**src/rtl/slice_pkg.sv**
```systemverilog
// rtl/slice_pkg.sv - shared widths, FSM encoding and arithmetic helpers for the slice accumulator
package slice_pkg;

    localparam int DATA_W_DEF = 24;
    localparam int COEF_W_DEF = 18;

    typedef enum logic [1:0] {
        ST_IDLE,
        ST_SWEEP,
        ST_DRAIN
    } slice_state_t;

    // Largest positive value of a w-bit two's-complement number
    function automatic logic [63:0] full_pos(input int w);
        return (64'd1 << (w - 1)) - 64'd1;
    endfunction

    // Most negative value of a w-bit two's-complement number (low w bits)
    function automatic logic [63:0] full_neg(input int w);
        return 64'd1 << (w - 1);
    endfunction

    // Replicate bit w-1 of v into every bit above it
    function automatic logic [63:0] sign_ext(input logic [63:0] v, input int w);
        logic [63:0] r;
        r = v;
        for (int i = 0; i < 64; i++) begin
            if (i >= w) r[i] = v[w-1];
        end
        return r;
    endfunction

endpackage

```
**src/rtl/sd_slice_accumulator_if.sv**
```systemverilog
// rtl/sd_slice_accumulator_if.sv - control, coefficient, logging and status bundle of the slice accumulator
interface sd_slice_accumulator_if #(
    parameter int CHANNELS = 16,
    parameter int DATA_W   = 24,
    parameter int COEF_W   = 18,
    parameter int ADR_W    = $clog2(CHANNELS)
);
    logic                  slice_enable;
    logic                  start;
    logic                  clear_state;
    logic [CHANNELS-1:0]   sigma_delta_stream_A;
    logic [CHANNELS-1:0]   sigma_delta_stream_B;
    logic [ADR_W-1:0]      coefficient_write_adr;
    logic [2*COEF_W-1:0]   coefficient_write_data;
    logic                  coefficient_write_en;
    logic [ADR_W-1:0]      log_adr;
    logic                  log_trigger;
    logic                  busy;
    logic                  done;
    logic                  overflow_stage_1;
    logic                  overflow_stage_2;
    logic [DATA_W-1:0]     log_value_out;

    modport master (
        output slice_enable, start, clear_state, sigma_delta_stream_A, sigma_delta_stream_B,
               coefficient_write_adr, coefficient_write_data, coefficient_write_en,
               log_adr, log_trigger,
        input  busy, done, overflow_stage_1, overflow_stage_2, log_value_out
    );

    modport slave (
        input  slice_enable, start, clear_state, sigma_delta_stream_A, sigma_delta_stream_B,
               coefficient_write_adr, coefficient_write_data, coefficient_write_en,
               log_adr, log_trigger,
        output busy, done, overflow_stage_1, overflow_stage_2, log_value_out
    );
endinterface

```
**src/rtl/sd_addsub_stage.sv**
```systemverilog
// rtl/sd_addsub_stage.sv - signed add/sub with overflow detect; clamps when SLICE_SATURATE_EN is defined
module sd_addsub_stage
    import slice_pkg::*;
#(
    parameter int DATA_W     = DATA_W_DEF,
    parameter bit REGISTERED = 1'b0
) (
    input  logic                     clk,
    input  logic                     rst,
    input  logic                     i_en,
    input  logic signed [DATA_W-1:0] i_a,
    input  logic signed [DATA_W-1:0] i_b,
    input  logic                     i_add,
    output logic signed [DATA_W-1:0] o_result,
    output logic                     o_ovf
);
`ifdef SLICE_SATURATE_EN
    localparam logic [DATA_W-1:0] FULL_POS = DATA_W'(full_pos(DATA_W));
    localparam logic [DATA_W-1:0] FULL_NEG = DATA_W'(full_neg(DATA_W));
`endif

    logic signed [DATA_W-1:0] w_raw;
    logic signed [DATA_W-1:0] w_res;
    logic                     w_ovf;

    // Overflow: effective operand signs agree but the result sign differs from i_a
    always_comb begin
        w_raw = i_add ? (i_a + i_b) : (i_a - i_b);
        w_ovf = (i_add ? (i_a[DATA_W-1] == i_b[DATA_W-1]) : (i_a[DATA_W-1] != i_b[DATA_W-1]))
                && (w_raw[DATA_W-1] != i_a[DATA_W-1]);
`ifdef SLICE_SATURATE_EN
        w_res = w_ovf ? (i_a[DATA_W-1] ? FULL_NEG : FULL_POS) : w_raw;
`else
        w_res = w_raw;
`endif
    end

    generate
        if (REGISTERED) begin : g_reg
            logic signed [DATA_W-1:0] r_result;
            logic                     r_ovf;

            // Output register, held while the slice clock enable is low
            always_ff @(posedge clk or posedge rst) begin
                if (rst) begin
                    r_result <= '0;
                    r_ovf    <= 1'b0;
                end else if (i_en) begin
                    r_result <= w_res;
                    r_ovf    <= w_ovf;
                end
            end

            assign o_result = r_result;
            assign o_ovf    = r_ovf;
        end else begin : g_comb
            logic w_unused;
            assign w_unused = &{1'b0, clk, rst, i_en};
            assign o_result = w_res;
            assign o_ovf    = w_ovf;
        end
    endgenerate
endmodule

```
**src/rtl/sd_slice_accumulator.sv**
```systemverilog
// rtl/sd_slice_accumulator.sv - multi-channel sigma-delta slice accumulator; saturation via SLICE_SATURATE_EN
module sd_slice_accumulator
    import slice_pkg::*;
#(
    parameter int DATA_W   = DATA_W_DEF,
    parameter int COEF_W   = COEF_W_DEF,
    parameter int CHANNELS = 16,
    parameter int ADR_W    = $clog2(CHANNELS)
) (
    input logic                   clock_200,
    input logic                   reset,
    sd_slice_accumulator_if.slave bus
);
    logic [DATA_W-1:0]   r_state_ram [CHANNELS];
    logic [2*COEF_W-1:0] r_coef_ram  [CHANNELS];

    slice_state_t        r_state;
    logic [ADR_W-1:0]    r_k;
    logic                r_drain;
    logic                r_busy;
    logic                r_done;
    logic                r_ovf1;
    logic                r_ovf2;
    logic                r_clear;
    logic [CHANNELS-1:0] r_stream_a;
    logic [CHANNELS-1:0] r_stream_b;

    logic                r_v1;
    logic [ADR_W-1:0]    r_a1;
    logic                r_v2;
    logic [ADR_W-1:0]    r_a2;
    logic [DATA_W-1:0]   r_state_q;
    logic [2*COEF_W-1:0] r_coef_q;

    logic                r_log_v;
    logic [DATA_W-1:0]   r_log_q;
    logic [DATA_W-1:0]   r_log_out;

    logic                     w_en;
    logic [COEF_W-1:0]        w_coef_a_raw;
    logic [COEF_W-1:0]        w_coef_b_raw;
    logic signed [DATA_W-1:0] w_coef_a;
    logic signed [DATA_W-1:0] w_coef_b;
    logic signed [DATA_W-1:0] w_s1;
    logic signed [DATA_W-1:0] w_s2;
    logic                     w_ovf1;
    logic                     w_ovf2;
    logic [DATA_W-1:0]        w_wb_data;

    assign w_en         = bus.slice_enable;
    assign w_coef_a_raw = r_coef_q[2*COEF_W-1:COEF_W];
    assign w_coef_b_raw = r_coef_q[COEF_W-1:0];
    assign w_coef_a     = DATA_W'(sign_ext(64'(w_coef_a_raw), COEF_W));
    assign w_coef_b     = DATA_W'(sign_ext(64'(w_coef_b_raw), COEF_W));
    assign w_wb_data    = r_clear ? '0 : w_s2;

    sd_addsub_stage #(.DATA_W(DATA_W), .REGISTERED(1'b0)) u_stage1 (
        .clk      (clock_200),
        .rst      (reset),
        .i_en     (w_en),
        .i_a      (r_state_q),
        .i_b      (w_coef_a),
        .i_add    (r_stream_a[r_a1]),
        .o_result (w_s1),
        .o_ovf    (w_ovf1)
    );

    sd_addsub_stage #(.DATA_W(DATA_W), .REGISTERED(1'b1)) u_stage2 (
        .clk      (clock_200),
        .rst      (reset),
        .i_en     (w_en),
        .i_a      (w_s1),
        .i_b      (w_coef_b),
        .i_add    (r_stream_b[r_a1]),
        .o_result (w_s2),
        .o_ovf    (w_ovf2)
    );

    // Sweep control: accept start, walk the channel index, drain the pipe, pulse done
    always_ff @(posedge clock_200 or posedge reset) begin
        if (reset) begin
            r_state    <= ST_IDLE;
            r_k        <= '0;
            r_drain    <= 1'b0;
            r_busy     <= 1'b0;
            r_done     <= 1'b0;
            r_ovf1     <= 1'b0;
            r_ovf2     <= 1'b0;
            r_clear    <= 1'b0;
            r_stream_a <= '0;
            r_stream_b <= '0;
        end else if (w_en) begin
            r_done <= 1'b0;
            if (r_v1 && !r_clear && w_ovf1) r_ovf1 <= 1'b1;
            if (r_v2 && !r_clear && w_ovf2) r_ovf2 <= 1'b1;
            case (r_state)
                ST_IDLE: begin
                    // busy covers the done cycle, so start is still refused there
                    if (r_done) r_busy <= 1'b0;
                    if (bus.start && !r_busy) begin
                        r_state    <= ST_SWEEP;
                        r_k        <= '0;
                        r_busy     <= 1'b1;
                        r_ovf1     <= 1'b0;
                        r_ovf2     <= 1'b0;
                        r_clear    <= bus.clear_state;
                        r_stream_a <= bus.sigma_delta_stream_A;
                        r_stream_b <= bus.sigma_delta_stream_B;
                    end
                end
                ST_SWEEP: begin
                    r_k <= r_k + ADR_W'(1);
                    if (r_k == ADR_W'(CHANNELS - 1)) begin
                        r_state <= ST_DRAIN;
                        r_drain <= 1'b0;
                    end
                end
                ST_DRAIN: begin
                    if (r_drain) begin
                        r_state <= ST_IDLE;
                        r_done  <= 1'b1;
                    end else begin
                        r_drain <= 1'b1;
                    end
                end
                default: r_state <= ST_IDLE;
            endcase
        end
    end

    // Read pipeline: RAM outputs and channel tags follow the address by one and two cycles
    always_ff @(posedge clock_200 or posedge reset) begin
        if (reset) begin
            r_v1      <= 1'b0;
            r_a1      <= '0;
            r_v2      <= 1'b0;
            r_a2      <= '0;
            r_state_q <= '0;
            r_coef_q  <= '0;
        end else if (w_en) begin
            r_v1      <= (r_state == ST_SWEEP);
            r_a1      <= r_k;
            r_v2      <= r_v1;
            r_a2      <= r_a1;
            r_state_q <= r_state_ram[r_k];
            r_coef_q  <= r_coef_ram[r_k];
        end
    end

    // Log port: second state read, then the output register
    always_ff @(posedge clock_200 or posedge reset) begin
        if (reset) begin
            r_log_v   <= 1'b0;
            r_log_q   <= '0;
            r_log_out <= '0;
        end else if (w_en) begin
            r_log_v <= bus.log_trigger;
            r_log_q <= r_state_ram[bus.log_adr];
            if (r_log_v) r_log_out <= r_log_q;
        end
    end

    // RAM writes; contents are not reset, software clears them with a clear_state sweep
    always_ff @(posedge clock_200) begin
        if (w_en && r_v2) r_state_ram[r_a2] <= w_wb_data;
        if (w_en && bus.coefficient_write_en) r_coef_ram[bus.coefficient_write_adr] <= bus.coefficient_write_data;
    end

    assign bus.busy             = r_busy;
    assign bus.done             = r_done;
    assign bus.overflow_stage_1 = r_ovf1;
    assign bus.overflow_stage_2 = r_ovf2;
    assign bus.log_value_out    = r_log_out;
endmodule

```
**src/flat_wrapper.sv**
```systemverilog
// flat-port wrapper written by rule: the top's interface ports become plain ports
module sd_slice_accumulator_flat import slice_pkg::*;
#(
    parameter int DATA_W   = DATA_W_DEF,
    parameter int COEF_W   = COEF_W_DEF,
    parameter int CHANNELS = 16,
    parameter int ADR_W    = $clog2(CHANNELS)
)
  (clock_200, reset, bus_slice_enable, bus_start, bus_clear_state, bus_sigma_delta_stream_A, bus_sigma_delta_stream_B, bus_coefficient_write_adr, bus_coefficient_write_data, bus_coefficient_write_en, bus_log_adr, bus_log_trigger, bus_busy, bus_done, bus_overflow_stage_1, bus_overflow_stage_2, bus_log_value_out);
  sd_slice_accumulator_if #(.CHANNELS(CHANNELS), .DATA_W(DATA_W), .COEF_W(COEF_W), .ADR_W(ADR_W)) bus_i ();
  input logic clock_200;
  input logic reset;
  input wire logic [$bits(bus_i.slice_enable)-1:0] bus_slice_enable;
  input wire logic [$bits(bus_i.start)-1:0] bus_start;
  input wire logic [$bits(bus_i.clear_state)-1:0] bus_clear_state;
  input wire logic [$bits(bus_i.sigma_delta_stream_A)-1:0] bus_sigma_delta_stream_A;
  input wire logic [$bits(bus_i.sigma_delta_stream_B)-1:0] bus_sigma_delta_stream_B;
  input wire logic [$bits(bus_i.coefficient_write_adr)-1:0] bus_coefficient_write_adr;
  input wire logic [$bits(bus_i.coefficient_write_data)-1:0] bus_coefficient_write_data;
  input wire logic [$bits(bus_i.coefficient_write_en)-1:0] bus_coefficient_write_en;
  input wire logic [$bits(bus_i.log_adr)-1:0] bus_log_adr;
  input wire logic [$bits(bus_i.log_trigger)-1:0] bus_log_trigger;
  output wire logic [$bits(bus_i.busy)-1:0] bus_busy;
  output wire logic [$bits(bus_i.done)-1:0] bus_done;
  output wire logic [$bits(bus_i.overflow_stage_1)-1:0] bus_overflow_stage_1;
  output wire logic [$bits(bus_i.overflow_stage_2)-1:0] bus_overflow_stage_2;
  output wire logic [$bits(bus_i.log_value_out)-1:0] bus_log_value_out;
  assign bus_i.slice_enable = bus_slice_enable;
  assign bus_i.start = bus_start;
  assign bus_i.clear_state = bus_clear_state;
  assign bus_i.sigma_delta_stream_A = bus_sigma_delta_stream_A;
  assign bus_i.sigma_delta_stream_B = bus_sigma_delta_stream_B;
  assign bus_i.coefficient_write_adr = bus_coefficient_write_adr;
  assign bus_i.coefficient_write_data = bus_coefficient_write_data;
  assign bus_i.coefficient_write_en = bus_coefficient_write_en;
  assign bus_i.log_adr = bus_log_adr;
  assign bus_i.log_trigger = bus_log_trigger;
  assign bus_busy = bus_i.busy;
  assign bus_done = bus_i.done;
  assign bus_overflow_stage_1 = bus_i.overflow_stage_1;
  assign bus_overflow_stage_2 = bus_i.overflow_stage_2;
  assign bus_log_value_out = bus_i.log_value_out;
  sd_slice_accumulator #(.DATA_W(DATA_W), .COEF_W(COEF_W), .CHANNELS(CHANNELS), .ADR_W(ADR_W)) u_core (.clock_200(clock_200), .reset(reset), .bus(bus_i));
endmodule
```
**config.mk**
```make
export PLATFORM = sky130hd
export DESIGN_NAME = sd_slice_accumulator_flat
export DESIGN_NICKNAME = d
export VERILOG_FILES = /design/src/rtl/slice_pkg.sv /design/src/rtl/sd_slice_accumulator_if.sv /design/src/rtl/sd_addsub_stage.sv /design/src/rtl/sd_slice_accumulator.sv /design/src/flat_wrapper.sv
export SDC_FILE = /design/constraint.sdc
export NUM_CORES = 1
export LEC_CHECK = 0
export ABC_CLOCK_PERIOD_IN_PS = 6000
export CAP_MARGIN = 20
export CORE_MARGIN = 1.5
export CORE_UTILIZATION = 30
export CTS_BUF_LIST = sky130_fd_sc_hd__clkbuf_4 sky130_fd_sc_hd__clkbuf_8
export DETAILED_ROUTE_END_ITERATION = 7
export DONT_BUFFER_PORTS = 1
export SYNTH_ARGS = -nofsm -noshare
export SYNTH_HDL_FRONTEND = slang
export SYNTH_SLANG_ARGS = --single-unit
```
**constraint.sdc**
```tcl
create_clock -name clock_200 -period 6 [get_ports clock_200]
set_input_delay 0.9 -clock clock_200 [delete_from_list [all_inputs] [get_ports clock_200]]
set_output_delay 0.9 -clock clock_200 [all_outputs]
set_load 0.01 [all_outputs]
```
==> impl_results.md <==
- Status: complete, no violations
- Final max-slew violation count: 0
- Static Leak: about 19 nW
- Synth async-reset ratio: 0.164
- Final Hold Violating Endpoints: 0
- Area Overhead vs Synth: 15.3%
- Total track usage: 0.148
- Die width: 409 µm
- RePlAce Congestion: 0.822
- Dominant cells by area after synthesis: edfxtp_1, mux4_2, dfrtp_1, mux2_2, ha_1
- Cell Area, Synth: 49,500 µm²
- Placed Instance Area: 52,500 µm²
- Hold WC Path Type: input port to flop
- TritonCTS buffer count: between 150 and 200
- Post-synth top area share: 0.583
- Remaining DRCs: 0
- Core Region: 163,000 µm²
- Most frequent cell after synthesis: edfxtp_1
- DR vias/cell: 5.06
- Vias: 25,200
- Primary FF master, synth: edfxtp_1
- Final Setup Violations: 0
- Layout Nets: roughly 2,800
- First-pass GRT wire length: 182,000 µm
- Clock-pin slew on the worst setup and hold paths: around 0.06 ns
- CP endpoint kind: flop
- Dpl ws: -0.0551 ns
- Deepest clock path buffer count: 3
- Final min period: 5.77 ns
- Hold depth: 0
- Total iterations of the first detailed-routing run: 5
- Cell taking the most area after synthesis: edfxtp_1
- # IOs: 111
- Final WS setup: 0.231 ns
- Arr. time, crit path: 6.55 ns
- Gr ovfl total: 0
- Iteration-0 DRC Markers: 2,308
- Site Rows: ~150
- Syn nets: 2,617
- Die ar.: around 170,000 µm²
- Share of layout cells above drive strength 1: 0.366
- Seq/Total Area, Yosys: 0.678
- F_max: around 0.17 GHz
- Worst rel slew slack: 0.257
- Final period util: 0.961
- Cells after Synth: 2,479
- Unrepaired setup endpoints after global routing: yes
- VDD IR max: between 0.0009 and 0.001 V
- Kind of critical path: flop to flop
- Worst Path Required: 6.78 ns
- Power Density: between 600 and 700 nW/µm²
- Synthesized flop and latch total: 1,148
- Post-Route WL: between 100,000 and 150,000 µm
- FF-to-FF path depth: 24
- Post-route clock skew: 0.0497 ns
- Max-Cap Viols: 0
- Die Ht: about 400 µm
- Slew @ Worst Pin: 1.11 ns
- Worst hold margin: 0.0953 ns
- Number of synthesized flops with an enable pin: 960
- Wire per inst: 24.9 µm
- Yosys warnings: 0
- H-tree Lvls: 4
- HPWL Detailed: 69,800 µm
- Final setup TNS: 0 ns
- Clock sink count: about 1,100
- Root buffer cell: clkbuf_8
- Clock Latency Late Sink: ~0.94 ns
- Post-synth top cells: edfxtp_1, mux4_2, dfrtp_1
- Netlist cell types: 66
- Setup crit start kind: flop
- Starting density of the core: 0.303
- Finished Cell Area: 57,000 µm²
- Port bufs: 0
- Vias in the first global route: 26,200
- Routed Antenna Nets: 0
- Fill count: around 15,000
- Largest net degree at the start of global routing: 140
- Crit Path Max Fanout: 7
- Avg Synthesized Cell Area: 19.9 µm²
- Antenna violations before repair: 28
- CTS tree: done
-- what timing repair did --
action | CTS | global route
setup buffers | 0 | 1
hold buffers | 39 | 0
pin swaps | 1 | 5
endpoints found under the setup margin | 2 | 8
hold endpoints to repair | 576 | 0
resized for setup | 2 | 16
-- cell usage in the layout (no fill, tap or decap), types with 6 or more instances in the layout --
| master | synthesis | final |
|---|---|---|
| a21o_1 | 23 | 23 |
| clkbuf_4 | 0 | 72 |
| clkinv_2 | 0 | 16 |
| xor2_1 | 37 | 37 |
| nor3_2 | 1 | 9 |
| nand2b_1 | 15 | 15 |
| clkinv_1 | 0 | 44 |
| or3_1 | 6 | 6 |
| ha_1 | 53 | 52 |
| xnor2_1 | 35 | 35 |
| nand2_1 | 47 | 47 |
| clkbuf_8 | 0 | 206 |
| nor2_1 | 70 | 45 |
| edfxtp_1 | 960 | 960 |
| nor3_1 | 30 | 22 |
| mux2_2 | 171 | 171 |
| nor2b_1 | 29 | 28 |
| dfrtp_1 | 188 | 183 |
| a22oi_1 | 8 | 8 |
| inv_16 | 0 | 6 |
| o21bai_1 | 8 | 8 |
| mux4_2 | 413 | 414 |
| a31oi_1 | 13 | 12 |
| nand3_1 | 12 | 12 |
| buf_12 | 0 | 8 |
| a21oi_1 | 58 | 53 |
| o21ai_0 | 45 | 45 |
| inv_1 | 33 | 32 |
| nor2_4 | 0 | 25 |
| dlygate4sd3_1 | 0 | 39 |
| buf_4 | 0 | 58 |
-- cell families (layout without fill, tap and decap cells) --
kind of cell / count (synthesis) / after routing / share of synthesized area
flops: 1148 / 1148 / 0.678
simple gates: 242 / 242 / 0.0243
buf+inv: 168 / 498 / 0.0133
xor+xnor: 73 / 73 / 0.0132
compound gates: 198 / 198 / 0.0254
mux: 595 / 595 / 0.232
fa+ha+maj: 55 / 55 / 0.0142
other cells: 0 / 2 / 0
-- power by group --
group	internal (mW)	switching [mW]	total [mW]
logic	8.11	8.77	16.9
clock network	3.82	3.33	7.16
registers	9.84	0.891	10.7
total	21.8	13.0	34.8
-- critical path, cell delays in order, from the launching register on --
cell      delay (ns)
dfrtp_2         0.41
buf_4           0.18
mux4_1          0.60
mux2i_4         0.20
a21oi_4         0.13
buf_4           0.18
a21oi_1         0.14
xor2_1          0.21
ha_1            0.29
a21o_1          0.18
o21bai_1        0.16
a41oi_1         0.26
o22ai_1         0.16
a31oi_1         0.23
o21ai_0         0.15
a21o_1          0.19
a21oi_1         0.17
xnor2_1         0.14
ha_1            0.32
and3_1          0.23
or3b_2          0.44
o21ai_0         0.12
a31oi_2         0.10
xnor2_1         0.16
mux2_4          0.25
-- sequential cells by signal, summed over array words and instances, names as in the netlist, 16 cells and up --
| signal | flops |
|---|---|
| u_core.r_coef_ram | 576 |
| u_core.r_state_ram | 384 |
| u_core.r_state_q | 24 |
| u_core.r_stream_b | 16 |
| u_core.bus.log_value_out | 24 |
| u_core.r_stream_a | 16 |
| u_core.r_coef_q | 36 |
| u_core.u_stage2.o_result | 24 |
| u_core.r_log_q | 24 |
-- final cells by class --
| cell class | instances | area, µm² | share of cell area |
|---|---|---|---|
| Timing Repair Buffer | 106 | 1010 | 0.0178 |
| Inverter | 33 | 128 | 0.00224 |
| Antenna cell | 2 | 5.00 | 0.0000878 |
| Clock buffer | 278 | 3380 | 0.0592 |
| Sequential cell | 1148 | 33500 | 0.588 |
| Clock inverter | 81 | 661 | 0.0116 |
| Multi-Input combinational cell | 1163 | 15600 | 0.273 |
| Tap cell | 2175 | 2720 | 0.0477 |
-- path summary, 6_finish.rpt --
| path | from | to | slack (ns) |
|---|---|---|---|
| max | u_core.r_a1[0]$_DFFE_PP0P_ | u_core.u_stage2.o_result[23]$_DFFE_PP0P_ | 0.23 |
| min | bus_coefficient_write_data[18] | u_core.r_coef_ram[0][18]$_DFFE_PP_ | 0.1 |
| max reg2reg | u_core.r_a1[0]$_DFFE_PP0P_ | u_core.u_stage2.o_result[23]$_DFFE_PP0P_ | 0.23 |
| min reg2reg | u_core.u_stage2.o_result[18]$_DFFE_PP0P_ | u_core.u_stage2.o_result[18]$_DFFE_PP0P_ | 0.49 |
| max in group asynchronous | reset | u_core.r_log_q[2]$_DFFE_PP0P_ | 4.51 |
| min in group asynchronous | reset | u_core.r_stream_b[1]$_DFFE_PP0P_ | 0.39 |
-- stage by stage --
| stage | total power, mW | std cells | utilization |
|---|---|---|---|
| 3_3_place_gp | 27.4 | 4581 | 0.321 |
| 2_1_floorplan | 23.2 | 2479 | - |
| 5_1_grt | 37.1 | 4986 | 0.350 |
| 6_report | 34.8 | 4986 | 0.350 |
| 4_1_cts | 34.9 | 4981 | 0.349 |
| 3_5_place_dp | 27.5 | 4583 | 0.322 |
-- metal layers --
| layer | GRT usage | share of wire | vias to the layer above |
|---|---|---|---|
| met3 | 0.0303 | 0.052 | 209 |
| met5 | 0 | 0.00092 | - |
| met2 | 0.252 | 0.51 | 767 |
| met1 | 0.192 | 0.42 | 13600 |
| li1 | - | - | 10700 |
| met4 | 0.0406 | 0.021 | 18 |
Power figures use the tool's default switching activity.
